==> config.mk <==
export PLATFORM = sky130hd
export DESIGN_NAME = alu_seq_ctrl
export DESIGN_NICKNAME = d
export VERILOG_FILES = /design/src/rtl/alu_seq_pkg.sv /design/src/rtl/rr_arbiter2.sv /design/src/rtl/alu_seq_ctrl.sv
export SDC_FILE = /design/constraint.sdc
export NUM_CORES = 1
export LEC_CHECK = 0
export BUFFER_PORTS_ARGS = -buffer_cell sky130_fd_sc_hd__buf_2
export CORE_MARGIN = 2
export CORE_UTILIZATION = 40
export CTS_CLUSTER_SIZE = 16
export DETAILED_ROUTE_END_ITERATION = 8
export PLACE_DENSITY = 0.69
export SYNTH_ARGS = -nofsm -noshare
export SYNTH_HDL_FRONTEND = slang
export SYNTH_SLANG_ARGS = --single-unit
==> constraint.sdc <==
create_clock -name clk -period 3.3 [get_ports clk]
set_input_delay 0 -clock clk [delete_from_list [all_inputs] [get_ports clk]]
set_output_delay 0 -clock clk [all_outputs]
set_load 0.01 [all_outputs]
==> src/rtl/alu_seq_pkg.sv <==
// ============================================================================
// Module      : alu_seq_pkg
// Description : Shared types and widths for the two-pass ALU sequencer.
// Revision    : 1.0 - initial release
// ============================================================================
`default_nettype none

package alu_seq_pkg;

  localparam int W_HALF = 16;
  localparam int W_OP   = 2 * W_HALF;

  typedef enum logic [1:0] {
    IDLE = 2'd0,
    LO   = 2'd1,
    HI   = 2'd2,
    DONE = 2'd3
  } state_t;

  typedef struct packed {
    logic [W_OP-1:0] a;
    logic [W_OP-1:0] b;
    logic [3:0]      select;
    logic            mode;
    logic            carry_in;
    logic            id;
  } alu_op_t;

endpackage

`default_nettype wire

==> src/rtl/rr_arbiter2.sv <==
// ============================================================================
// Module      : rr_arbiter2
// Description : Combinational two-requester round-robin grant.
// Revision    : 1.0 - initial release
// ============================================================================
`default_nettype none

module rr_arbiter2 (
  input  logic [1:0] i_req,
  input  logic       i_last_grant,
  output logic [1:0] o_grant,
  output logic       o_grant_id
);

  import alu_seq_pkg::*;

  // Under contention the requester that did not win last time gets the grant.
  always_comb begin
    o_grant_id = 1'b0;
    case (i_req)
      2'b01:   o_grant_id = 1'b0;
      2'b10:   o_grant_id = 1'b1;
      2'b11:   o_grant_id = ~i_last_grant;
      default: o_grant_id = 1'b0;
    endcase
    if (i_req == 2'b00) begin
      o_grant = 2'b00;
    end else begin
      o_grant = o_grant_id ? 2'b10 : 2'b01;
    end
  end

endmodule

`default_nettype wire

==> src/rtl/alu_seq_ctrl.sv <==
// ============================================================================
// Module      : alu_seq_ctrl
// Description : Arbitrates two 32-bit op requesters and runs each op as two
//               chained 16-bit passes through an external combinational ALU.
// Revision    : 1.0 - initial release
// ============================================================================
`default_nettype none

module alu_seq_ctrl #(
  parameter int W_HALF = 16
) (
  input  logic                    clk,
  input  logic                    rst,
  input  logic [1:0]              i_req_valid,
  output logic [1:0]              o_req_ready,
  input  logic [4*W_HALF-1:0]     i_req_a,
  input  logic [4*W_HALF-1:0]     i_req_b,
  input  logic [7:0]              i_req_select,
  input  logic [1:0]              i_req_mode,
  input  logic [1:0]              i_req_carry_in,
  output logic [W_HALF-1:0]       o_alu_in_a,
  output logic [W_HALF-1:0]       o_alu_in_b,
  output logic [3:0]              o_alu_select,
  output logic                    o_alu_mode,
  output logic                    o_alu_carry_in,
  input  logic [W_HALF-1:0]       i_alu_out,
  input  logic                    i_alu_carry_out,
  input  logic                    i_alu_compare,
  output logic                    o_resp_valid,
  input  logic                    i_resp_ready,
  output logic [2*W_HALF-1:0]     o_resp_data,
  output logic                    o_resp_carry,
  output logic                    o_resp_compare,
  output logic                    o_resp_id
);

  import alu_seq_pkg::*;

  localparam int W_DATA = 2 * W_HALF;

  localparam logic [1:0] S_IDLE = IDLE;
  localparam logic [1:0] S_LO   = LO;
  localparam logic [1:0] S_HI   = HI;
  localparam logic [1:0] S_DONE = DONE;

  logic [1:0]        r_state;
  alu_op_t           r_op;
  logic              r_last_grant;
  logic [W_HALF-1:0] r_res_lo;
  logic              r_carry_mid;
  logic              r_resp_valid;
  logic [W_DATA-1:0] r_resp_data;
  logic              r_resp_carry;
  logic              r_resp_compare;
  logic              r_resp_id;

  logic [1:0]        w_grant;
  logic              w_gid;
  alu_op_t           w_new_op;

  rr_arbiter2 u_arb (
    .i_req        (i_req_valid),
    .i_last_grant (r_last_grant),
    .o_grant      (w_grant),
    .o_grant_id   (w_gid)
  );

  always_comb begin
    w_new_op.a        = w_gid ? i_req_a[2*W_DATA-1:W_DATA] : i_req_a[W_DATA-1:0];
    w_new_op.b        = w_gid ? i_req_b[2*W_DATA-1:W_DATA] : i_req_b[W_DATA-1:0];
    w_new_op.select   = w_gid ? i_req_select[7:4] : i_req_select[3:0];
    w_new_op.mode     = i_req_mode[w_gid];
    w_new_op.carry_in = i_req_carry_in[w_gid];
    w_new_op.id       = w_gid;
  end

  // Gated with rst so no accept strobe leaks out while reset is held.
  assign o_req_ready = (r_state == S_IDLE && !rst) ? w_grant : 2'b00;

  always_comb begin
    o_alu_in_a     = '0;
    o_alu_in_b     = '0;
    o_alu_select   = 4'd0;
    o_alu_mode     = 1'b0;
    o_alu_carry_in = 1'b0;
    case (r_state)
      S_LO: begin
        o_alu_in_a     = r_op.a[W_HALF-1:0];
        o_alu_in_b     = r_op.b[W_HALF-1:0];
        o_alu_select   = r_op.select;
        o_alu_mode     = r_op.mode;
        o_alu_carry_in = ~r_op.mode & r_op.carry_in;
      end
      S_HI: begin
        o_alu_in_a     = r_op.a[W_DATA-1:W_HALF];
        o_alu_in_b     = r_op.b[W_DATA-1:W_HALF];
        o_alu_select   = r_op.select;
        o_alu_mode     = r_op.mode;
        o_alu_carry_in = ~r_op.mode & r_carry_mid;
      end
      default: ;
    endcase
  end

  always_ff @(posedge clk or posedge rst) begin
    if (rst) begin
      r_state        <= S_IDLE;
      r_op           <= '0;
      r_last_grant   <= 1'b1;
      r_res_lo       <= '0;
      r_carry_mid    <= 1'b0;
      r_resp_valid   <= 1'b0;
      r_resp_data    <= '0;
      r_resp_carry   <= 1'b0;
      r_resp_compare <= 1'b0;
      r_resp_id      <= 1'b0;
    end else begin
      case (r_state)
        S_IDLE: begin
          if (|i_req_valid) begin
            r_op         <= w_new_op;
            r_last_grant <= w_gid;
            r_state      <= S_LO;
          end
        end
        S_LO: begin
          r_res_lo    <= i_alu_out;
          r_carry_mid <= i_alu_carry_out;
          r_state     <= S_HI;
        end
        S_HI: begin
          // Flags are meaningless for logic ops, so they are suppressed.
          r_resp_data    <= {i_alu_out, r_res_lo};
          r_resp_carry   <= ~r_op.mode & i_alu_carry_out;
          r_resp_compare <= ~r_op.mode & i_alu_compare;
          r_resp_id      <= r_op.id;
          r_resp_valid   <= 1'b1;
          r_state        <= S_DONE;
        end
        S_DONE: begin
          if (i_resp_ready) begin
            r_resp_valid <= 1'b0;
            r_state      <= S_IDLE;
          end
        end
        default: r_state <= S_IDLE;
      endcase
    end
  end

  assign o_resp_valid   = r_resp_valid;
  assign o_resp_data    = r_resp_data;
  assign o_resp_carry   = r_resp_carry;
  assign o_resp_compare = r_resp_compare;
  assign o_resp_id      = r_resp_id;

endmodule

`default_nettype wire

==> run_results.csv, run 1 <==
group,metric,value,unit
floorplanning,die_area,17500,µm²
critical_path,cp-start-kind,"flop",
clock_network,cts.sinks,127,
critical_path,path_max_fanout,41,
global_routing,grt_max_degree,73,
global_routing,grt_pass1_vias,6510,
synthesis,yosysSeqAreaShare,48.4,%
detailed_routing,routed_wl,20000,µm
clock_network,cts_max_level,4,
power,p_per_area,979,nW/µm²
layout,nNetsFinal,1160,
timing,fin_skew,0.0108,ns
clock_network,cts_root_buf,"clkbuf_16",
synthesis,postSynthCellCount,610,
critical_path,required,3.64,ns
clock_network,cts_tree,"yes",
critical_path,critPathKind,"reg2reg",
outcome,status,"finished clean",
floorplanning,row_count,46,
job,maxCapViolCount,0,
synthesis,yosys-top-cells-count,"a21oi_2 (136), dfrtp_1 (126), nand2_1 (74), nor2_1 (74), mux2_2 (51)",
floorplanning,start_util,41.1,%
global_routing,grt_usage,23.4,%
timing,hold_viol_final,0,
synthesis,syn_avg_cell_area,10.8,µm²
global_routing,antenna_found_initial,0,
clock_network,clk_pin_slew,0.06,ns
synthesis,netlist-cell-type-count,28,
timing,max_freq,366,MHz
layout,num_antenna_cells,0,
synthesis,synth-seq-cells,127,
floorplanning,die_h,132,µm
synthesis,syn_nets,778,
detailed_routing,drc,0,
synthesis,synth_edf_count,0,
placed_design,placed_cell_area,7810,µm²
clock_network,clk_latency,0.42,ns
layout,design_area,10000,µm²
global_routing,grt_pass1_wl,32200,µm
layout,syn2layout_area_growth,52.1,%
timing,fin_crit,2.73,ns
timing,setup_viol,0,
placed_design,io_buffers,238,
critical_path,critPathArrivalTime,3.08,ns
clock_network,cts_buffers,17,
power,finalPower,9790,µW
layout,fin_util,62.5,%
worst_hold_path,hp-class,"in2reg",
timing,max_slew_margin,37.1,%
detailed_routing,via_per_inst,4.99,
detailed_routing,vias,6088,
floorplanning,die_w,132,µm
critical_path,crit_path_end_kind,"flop",
detailed_routing,antenna_left,0,
power,power_leakage,0.00443,µW
timing,rsz0062_at_grt,"false",
layout,regArea,3180,µm²
floorplanning,io-pin-count,239,
timing,tns,0,ns
global_routing,grt.overflow.total,0,
synthesis,yosys.cell_count.top_type,"a21oi_2",
synthesis,synth_top_area_cell,"dfrtp_1",
detailed_routing,dr.first_iter.drc_count,301,
synthesis,synth_top_area_share,48.0,%
clock_network,clock_tree.buffer_depth,2,
synthesis,syn-cell-area,6570,µm²
placed_design,hpwl,11900,µm
detailed_routing,avgRoutedWirePerCell,16.4,µm
layout,multiInputGateArea,3020,µm²
layout,fillers,1312,
timing,min_period_over_period,82.8,%
synthesis,async_flop_share,100,%
layout,drive_above_1_share,47.1,%
detailed_routing,firstDrtPassIters,5,
synthesis,synthFlopType,"dfrtp_1",
power,vdd.ir_drop.worst,0.570,mV
timing,tightest_slew,0.943,ns
placed_design,gp_congestion,0.850,
timing,slew_viol_final,0,
synthesis,ys_top_cells_by_area,"dfrtp_1 (48%), a21oi_2 (18%), mux2_2 (8.7%)",
floorplanning,coreArea,16000,µm²
synthesis,yosys_warnings,0,
clock_network,post_cts_buffers,0,
-- where the power goes --
group          internal (µW)  total, µW  switching, µW
Sequential              2370       2850            474
Combinational           2670       5140           2470
Clock                   1120       1800            681
-- per-stage QoR --
step	hold WS, ns	setup WS, ns	instances
floorplan	0.0475	1.73	610
global placement	0.196	1.25	1027
detailed placement	0.212	1.19	1027
CTS	0.104	0.622	1220
global route	0.159	0.403	1220
finish	0.121	0.566	1220
-- state kept, by name (all words and copies together), names as in the netlist --
signal,cells
o_resp_carry,1
o_resp_compare,1
o_resp_data,32
o_resp_id,1
o_resp_valid,1
r_carry_mid,1
r_last_grant,1
r_op,71
r_res_lo,16
r_state,2
-- cells in the final DEF, fill, tap and decap left out, types with 2 or more instances in the layout --
cell / count
buf_2: 238
dlygate4sd3_1: 162
a21oi_2: 136
dfrtp_1: 126
nand2_1: 74
nor2_1: 74
mux2_2: 51
nor2b_1: 33
a22oi_1: 32
clkbuf_16: 17
buf_4: 8
a21oi_1: 6
inv_1: 5
and2_1: 5
clkinv_2: 5
clkinvlp_4: 3
ha_1: 3
buf_12: 3
mux2i_1: 2
o22ai_1: 2
clkinv_4: 2
clkbuf_1: 2
bufinv_16: 2
-- worst max-delay path, cell delays in order (launching register included) --
cell,delay (ns)
dfrtp_1,0.41
inv_1,0.17
ha_1,0.33
o21a_2,0.63
buf_12,0.30
nor2_1,0.10
a21oi_2,0.13
dlygate4sd3_1,0.57
-- logic make-up after synthesis --
group                      share of synthesized area (%)
and+or+nand+nor                                     12.4
adders and majority gates                          0.952
muxes                                               9.04
buffers and inverters                               6.11
AOI/OAI and AO/OA                                   23.2
DFF                                                 48.4
-- metal layers --
| metal | up-vias | GRT usage [%] | part of all wire, % |
|---|---|---|---|
| met3 | 58 | 4.84 | 5.3 |
| met2 | 249 | 40.2 | 49 |
| met1 | 2938 | 27.7 | 42 |
| met5 | - | 0 | 0 |
| li1 | 2843 | - | - |
| met4 | 0 | 11.8 | 3.8 |
-- path summary, 6_finish.rpt --
check / cells after the start / slack [ns] / end / startpoint
min in group asynchronous: 3 / 0.36 / r_op[3] / rst
min reg2reg: 2 / 0.48 / r_op[0] / r_op[0]
max in group asynchronous: 4 / 2.05 / o_resp_data[17] / rst
min: 4 / 0.12 / r_state[0] / i_req_valid[1]
max: 7 / 0.57 / r_op[46] / r_state[0]
max reg2reg: 7 / 0.57 / r_op[46] / r_state[0]
-- what timing repair did --
item	CTS	global route
resized for setup	0	0
hold buffers	162	0
hold endpoints to repair	138	0
endpoints found under the setup margin	0	0
-- area by class of cell --
class	count	area share (%)
Inverter	6	0.263
Tap cell	216	2.70
Timing Repair Buffer	411	29.3
Sequential cell	127	31.8
Clock inverter	11	1.18
Clock buffer	20	4.47
Multi-Input combinational cell	429	30.3
(Power assumes the default switching activity.)
==> run 2, diff against run 1 <==
clock period = 2.3 ns   (was 3.3 ns; I/O delays follow)
==> run_results.csv, run 2 (synthesized netlist as in run 1, its figures left out) <==
group,metric,value,unit
power,power_leakage,0.00449,µW
detailed_routing,avgRoutedWirePerCell,16.9,µm
timing,setup_viol,0,
timing,slew_viol_final,0,
floorplanning,io-pin-count,239,
timing,hold_viol_final,0,
floorplanning,start_util,41.1,%
floorplanning,die_h,132,µm
clock_network,clk_latency,0.42,ns
clock_network,clock_tree.buffer_depth,2,
critical_path,crit_path_end_kind,"flop",
power,vdd.ir_drop.worst,0.664,mV
global_routing,grt.overflow.total,0,
critical_path,critPathKind,"reg2reg",
global_routing,grt_usage,24.2,%
layout,nNetsFinal,1167,
layout,regMostFlops,"r_op",
critical_path,critPathArrivalTime,2.47,ns
global_routing,grt_max_degree,74,
global_routing,grt_pass1_vias,6690,
timing,tightest_slew,0.717,ns
floorplanning,die_w,132,µm
placed_design,io_buffers,238,
clock_network,cts_buffers,17,
global_routing,grt_pass1_wl,33600,µm
layout,syn2layout_area_growth,53.7,%
job,maxCapViolCount,0,
critical_path,required,2.60,ns
floorplanning,coreArea,16000,µm²
clock_network,cts_root_buf,"clkbuf_16",
critical_path,path_max_fanout,31,
timing,max_freq,459,MHz
clock_network,cts_tree,"yes",
layout,drive_above_1_share,47.8,%
timing,fin_skew,0.00452,ns
placed_design,placed_cells,1034,
layout,final_common_cell,"buf_2",
power,finalPower,13700,µW
detailed_routing,via_per_inst,5.02,
layout,mostFrequentLayoutCells,"buf_2 (238), dlygate4sd3_1 (162), a21oi_2 (136), dfrtp_1 (126)",
detailed_routing,routed_wl,20800,µm
placed_design,gp_congestion,0.801,
clock_network,cts.sinks,127,
critical_path,cp-start-kind,"flop",
power,p_per_area,1350,nW/µm²
global_routing,antenna_found_initial,3,
layout,largest_reg_flops,71,
timing,tns,0,ns
clock_network,clk_pin_slew,0.06,ns
detailed_routing,dr.first_iter.drc_count,285,
timing,fin_crit,2.18,ns
placed_design,hpwl,12200,µm
outcome,status,"finished clean",
floorplanning,row_count,46,
clock_network,cts_max_level,4,
worst_hold_path,hp-class,"in2reg",
layout,finalNonFillerCells,1231,
detailed_routing,drc,0,
detailed_routing,antenna_left,0,
timing,rsz0062_at_grt,"false",
detailed_routing,firstDrtPassIters,5,
timing,max_slew_margin,52.2,%
floorplanning,die_area,17500,µm²
detailed_routing,vias,6176,
timing,min_period_over_period,94.6,%
[run 2: area by class of cell]
cell class                 instances  area, µm²
fill                            1273       5900
tap                              216        270
sequential                       127       3180
multi-input combinational        429       3030
inverter                           6       26.3
antenna                            3       7.51
timing repair buffer             418       3000
clock inverter                    14        156
clock buffer                      18        439
[run 2: path summary, 6_finish.rpt]
path	startpoint	endpoint	slack [ns]	cells after the start
min in group asynchronous	rst	r_op[4]	0.31	4
worst max register to register	r_state[0]	r_op[21]	0.12	7
worst min-delay path	i_req_valid[1]	r_state[0]	0.13	4
worst min register to register	r_op[0]	r_op[0]	0.48	2
max in group asynchronous	rst	r_carry_mid	1.65	4
worst max-delay path	r_state[0]	r_op[21]	0.12	7
[run 2: metal layers]
metal	up-vias	GRT usage (%)	part of all wire, %
li1	2867	-	-
met1	3004	28.0	41
met2	246	42.2	50
met3	59	5.88	5.4
met4	0	11.6	3.7
met5	-	0	0
[run 2: repair_timing]
item,in CTS,in global routing
hold buffers,162,0
endpoints found under the hold margin,233,0
buffers inserted,0,0
gates resized for setup,0,1
setup endpoints to repair,0,30
[run 2: per-stage QoR]
| stage | worst slack (ns) | area [µm²] | hold WS (ns) | util (%) |
|---|---|---|---|---|
| final | 0.123 | 10100 | 0.127 | 63.1 |
| after global routing | 0.000809 | 10100 | 0.165 | 63.1 |
| after CTS | 0.0596 | 10100 | 0.122 | 63.1 |
| after detailed placement | 0.448 | 7880 | 0.218 | 49.2 |
| after global placement | 0.511 | 7880 | 0.213 | 49.2 |
| after floorplan | 0.734 | 6580 | 0.0475 | - |
[run 2: where the power goes]
part	internal, µW	switching [µW]	total (µW)
clock network	1640	1070	2710
registers	3410	701	4110
logic	3350	3520	6870
total	8400	5290	13700
[run 2: worst max-delay path: stages (launching register included)]
cell and delay (ns):
dfrtp_1 0.40, inv_1 0.17, ha_2 0.29, o21ai_4 0.07, buf_4 0.29, a21oi_2 0.20, a21oi_2 0.07, dlygate4sd3_1 0.55
==> run 3, diff against run 2 <==
CTS_BUF_LIST = sky130_fd_sc_hd__clkbuf_2   (was not set)
==> run_results.csv, run 3 <==
group,metric,value,unit
synthesis,async_flop_share,100,%
clock_network,cts_root_buf,"clkbuf_2",
synthesis,synth_edf_count,0,
floorplanning,start_util,41.1,%
outcome,firstError,"[ERROR RSZ-0060] Max buffer count reached.",
synthesis,synthFlopType,"dfrtp_1",
synthesis,yosysSeqAreaShare,48.4,%
synthesis,syn-cell-area,6570,µm²
floorplanning,die_w,132,µm
synthesis,syn_nets,778,
clock_network,cts.sinks,127,
synthesis,ys_top_cells_by_area,"dfrtp_1 (48%), a21oi_2 (18%), mux2_2 (8.7%)",
placed_design,gp_congestion,0.801,
placed_design,hpwl,12200,µm
clock_network,ctsResizeCount,8,
floorplanning,die_h,132,µm
clock_network,ctsHoldBuffers,214,
synthesis,synth-seq-cells,127,
synthesis,yosys-top-cells-count,"a21oi_2 (136), dfrtp_1 (126), nand2_1 (74), nor2_1 (74), mux2_2 (51)",
outcome,status,"stopped before the end",
clock_network,clock_tree.buffer_depth,2,
placed_design,io_buffers,238,
clock_network,post_cts_buffers,2,
synthesis,synth_top_area_cell,"dfrtp_1",
synthesis,postSynthCellCount,610,
synthesis,yosys.cell_count.top_type,"a21oi_2",
synthesis,yosys_warnings,0,
clock_network,cts_buffers,17,
floorplanning,io-pin-count,239,
floorplanning,row_count,46,
clock_network,cts_max_level,4,
synthesis,syn_avg_cell_area,10.8,µm²
synthesis,netlist-cell-type-count,28,
synthesis,synth_top_area_share,48.0,%
outcome,haltStage,"clock tree synthesis (4_1_cts)",
[run 3: through the flow]
stage / setup WS [ns] / utilization [%] / std cells / instance area [µm²] / hold WS [ns]
2_1_floorplan: 0.734 / - / 610 / 6580 / 0.0475
3_3_place_gp: 0.511 / 49.2 / 1034 / 7880 / 0.213
3_5_place_dp: 0.448 / 49.2 / 1034 / 7880 / 0.218
[run 3: cell families after synthesis]
kind of cell	count (synthesis)	share of synthesized area, %
buffers and inverters	54	6.11
DFF	127	48.4
and+or+nand+nor	189	12.4
AOI/OAI and AO/OA	182	23.2
muxes	53	9.04
adders and majority gates	5	0.952
==> run 4, diff against run 3 <==
CORE_UTILIZATION = 25   (was 40)
CTS_BUF_LIST = not set   (was sky130_fd_sc_hd__clkbuf_2)
CTS_CLUSTER_SIZE = not set   (was 16)
PLACE_DENSITY = not set   (was 0.69)
PLACE_DENSITY_LB_ADDON = 0.15   (was not set)
clock period = 3 ns   (was 2.3 ns; I/O delays follow)
==> run_results.csv, run 4 (synthesized netlist as in run 1, its figures left out) <==
group,metric,value,unit
critical_path,r2r_slack,0.45,ns
floorplanning,start_util,25.4,%
layout,multiInputGateArea,3020,µm²
detailed_routing,vias,5855,
clock_network,clk_latency,0.42,ns
detailed_routing,dr.first_iter.drc_count,240,
floorplanning,die_area,27600,µm²
critical_path,reg2reg_from,"r_state[0]",
layout,mostFrequentLayoutCells,"buf_2 (238), dlygate4sd3_1 (162), a21oi_2 (136), dfrtp_1 (126)",
clock_network,clock_tree.buffer_depth,2,
timing,fin_crit,2.55,ns
outcome,status,"finished clean",
timing,tightest_slew,0.821,ns
global_routing,grt.overflow.total,0,
floorplanning,coreArea,25900,µm²
clock_network,clk_pin_slew,0.06,ns
layout,syn2layout_area_growth,57.3,%
layout,largest_reg_flops,71,
global_routing,grt_usage,15.5,%
timing,rsz0062_at_grt,"false",
job,maxCapViolCount,0,
layout,regMostFlops,"r_op",
critical_path,path_max_fanout,25,
placed_design,place_ws,0.995,ns
timing,max_slew_margin,45.1,%
floorplanning,die_h,166,µm
placed_design,hpwl,14200,µm
floorplanning,io-pin-count,239,
global_routing,grt_pass1_vias,6216,
detailed_routing,via_per_inst,4.35,
placed_design,io_buffers,238,
critical_path,startpoint,"r_state[0]",
critical_path,crit_path_end_kind,"flop",
detailed_routing,avgRoutedWirePerCell,15.8,µm
timing,hold_viol_final,0,
layout,drive_above_1_share,47.5,%
placed_design,gp_congestion,0.739,
clock_network,cts_root_buf,"clkbuf_16",
critical_path,critPathArrivalTime,2.90,ns
critical_path,critPathKind,"reg2reg",
floorplanning,die_w,166,µm
timing,finalWorstSetupSlack,0.450,ns
floorplanning,row_count,59,
critical_path,crit_path_end,"r_op[68]",
layout,nNetsFinal,1162,
layout,final_common_cell,"buf_2",
global_routing,antenna_found_initial,3,
clock_network,cts_buffers,17,
power,power_leakage,0.00451,µW
clock_network,cts_max_level,4,
detailed_routing,drc,0,
timing,tns,0,ns
power,vdd.ir_drop.worst,0.407,mV
clock_network,cts_tree,"yes",
timing,min_period_over_period,85.0,%
timing,slew_viol_final,0,
worst_hold_path,hp-class,"in2reg",
detailed_routing,firstDrtPassIters,4,
critical_path,cp-start-kind,"flop",
critical_path,rr_worst_depth,7,
timing,setup_viol,0,
timing,fin_skew,0.0106,ns
detailed_routing,routed_wl,21300,µm
global_routing,grt_max_degree,55,
power,p_per_area,1090,nW/µm²
clock_network,post_cts_buffers,0,
critical_path,worstReg2RegEnd,"r_op[68]",
layout,regArea,3180,µm²
critical_path,required,3.35,ns
layout,fillers,2600,
timing,max_freq,392,MHz
clock_network,cts.sinks,127,
global_routing,grt_pass1_wl,33900,µm
detailed_routing,antenna_left,0,
[run 4: what timing repair did]
action / 4_1_cts / 5_1_grt
resized for setup: 0 / 0
hold buffers: 162 / 0
hold endpoints to repair: 137 / 0
[run 4: worst min-delay path by stage]
stage	from	slack, ns	cells after the start	end
detailed placement	rst	0.21	2	r_op[11]
global placement	rst	0.21	2	r_op[11]
floorplan	rst	0.05	1	o_req_ready[1]
CTS	i_req_valid[1]	0.10	4	r_state[0]
finish	i_req_valid[1]	0.11	4	r_state[0]
global route	i_req_valid[1]	0.14	4	r_state[0]
[run 4: layer usage]
layer | GRT usage [%] | share of wire, % | vias up
li1 | - | - | 2845
met1 | 21.2 | 47 | 2840
met3 | 2.79 | 3.8 | 16
met5 | 0 | 0 | -
met2 | 24.8 | 48 | 154
met4 | 5.26 | 1.2 | 0
[run 4: power breakdown]
part	switching [µW]	leakage, µW	internal, µW	total (µW)
combinational	2770	0.00274	3030	5790
clock	879	0.000326	1510	2390
sequential	519	0.00145	2610	3130
[run 4: area by class of cell]
cell class	count	share of cell area, %
Antenna cell	3	0.0726
Clock buffer	17	4.11
Clock inverter	15	2.38
Inverter	6	0.254
Multi-Input combinational cell	429	29.3
Sequential cell	127	30.8
Tap cell	335	4.05
Timing Repair Buffer	413	29.1
[run 4: through the flow]
stage	utilization, %	cells	total power [µW]	area (µm²)	hold slack [ns]
after global routing	39.9	1345	12100	10300	0.143
after floorplan	-	610	6390	6580	0.0475
after global placement	31.0	1148	7970	8040	0.211
final	39.9	1345	11300	10300	0.114
after detailed placement	31.0	1148	8000	8040	0.209
after CTS	39.9	1342	11400	10300	0.101
[run 4: critical path, cell delays in order (launching register included)]
cell and delay (ns):
dfrtp_1 0.40, inv_1 0.18, ha_1 0.33, o21a_2 0.58, buf_12 0.26, nor2_1 0.06
a21oi_1 0.11, dlygate4sd3_1 0.55
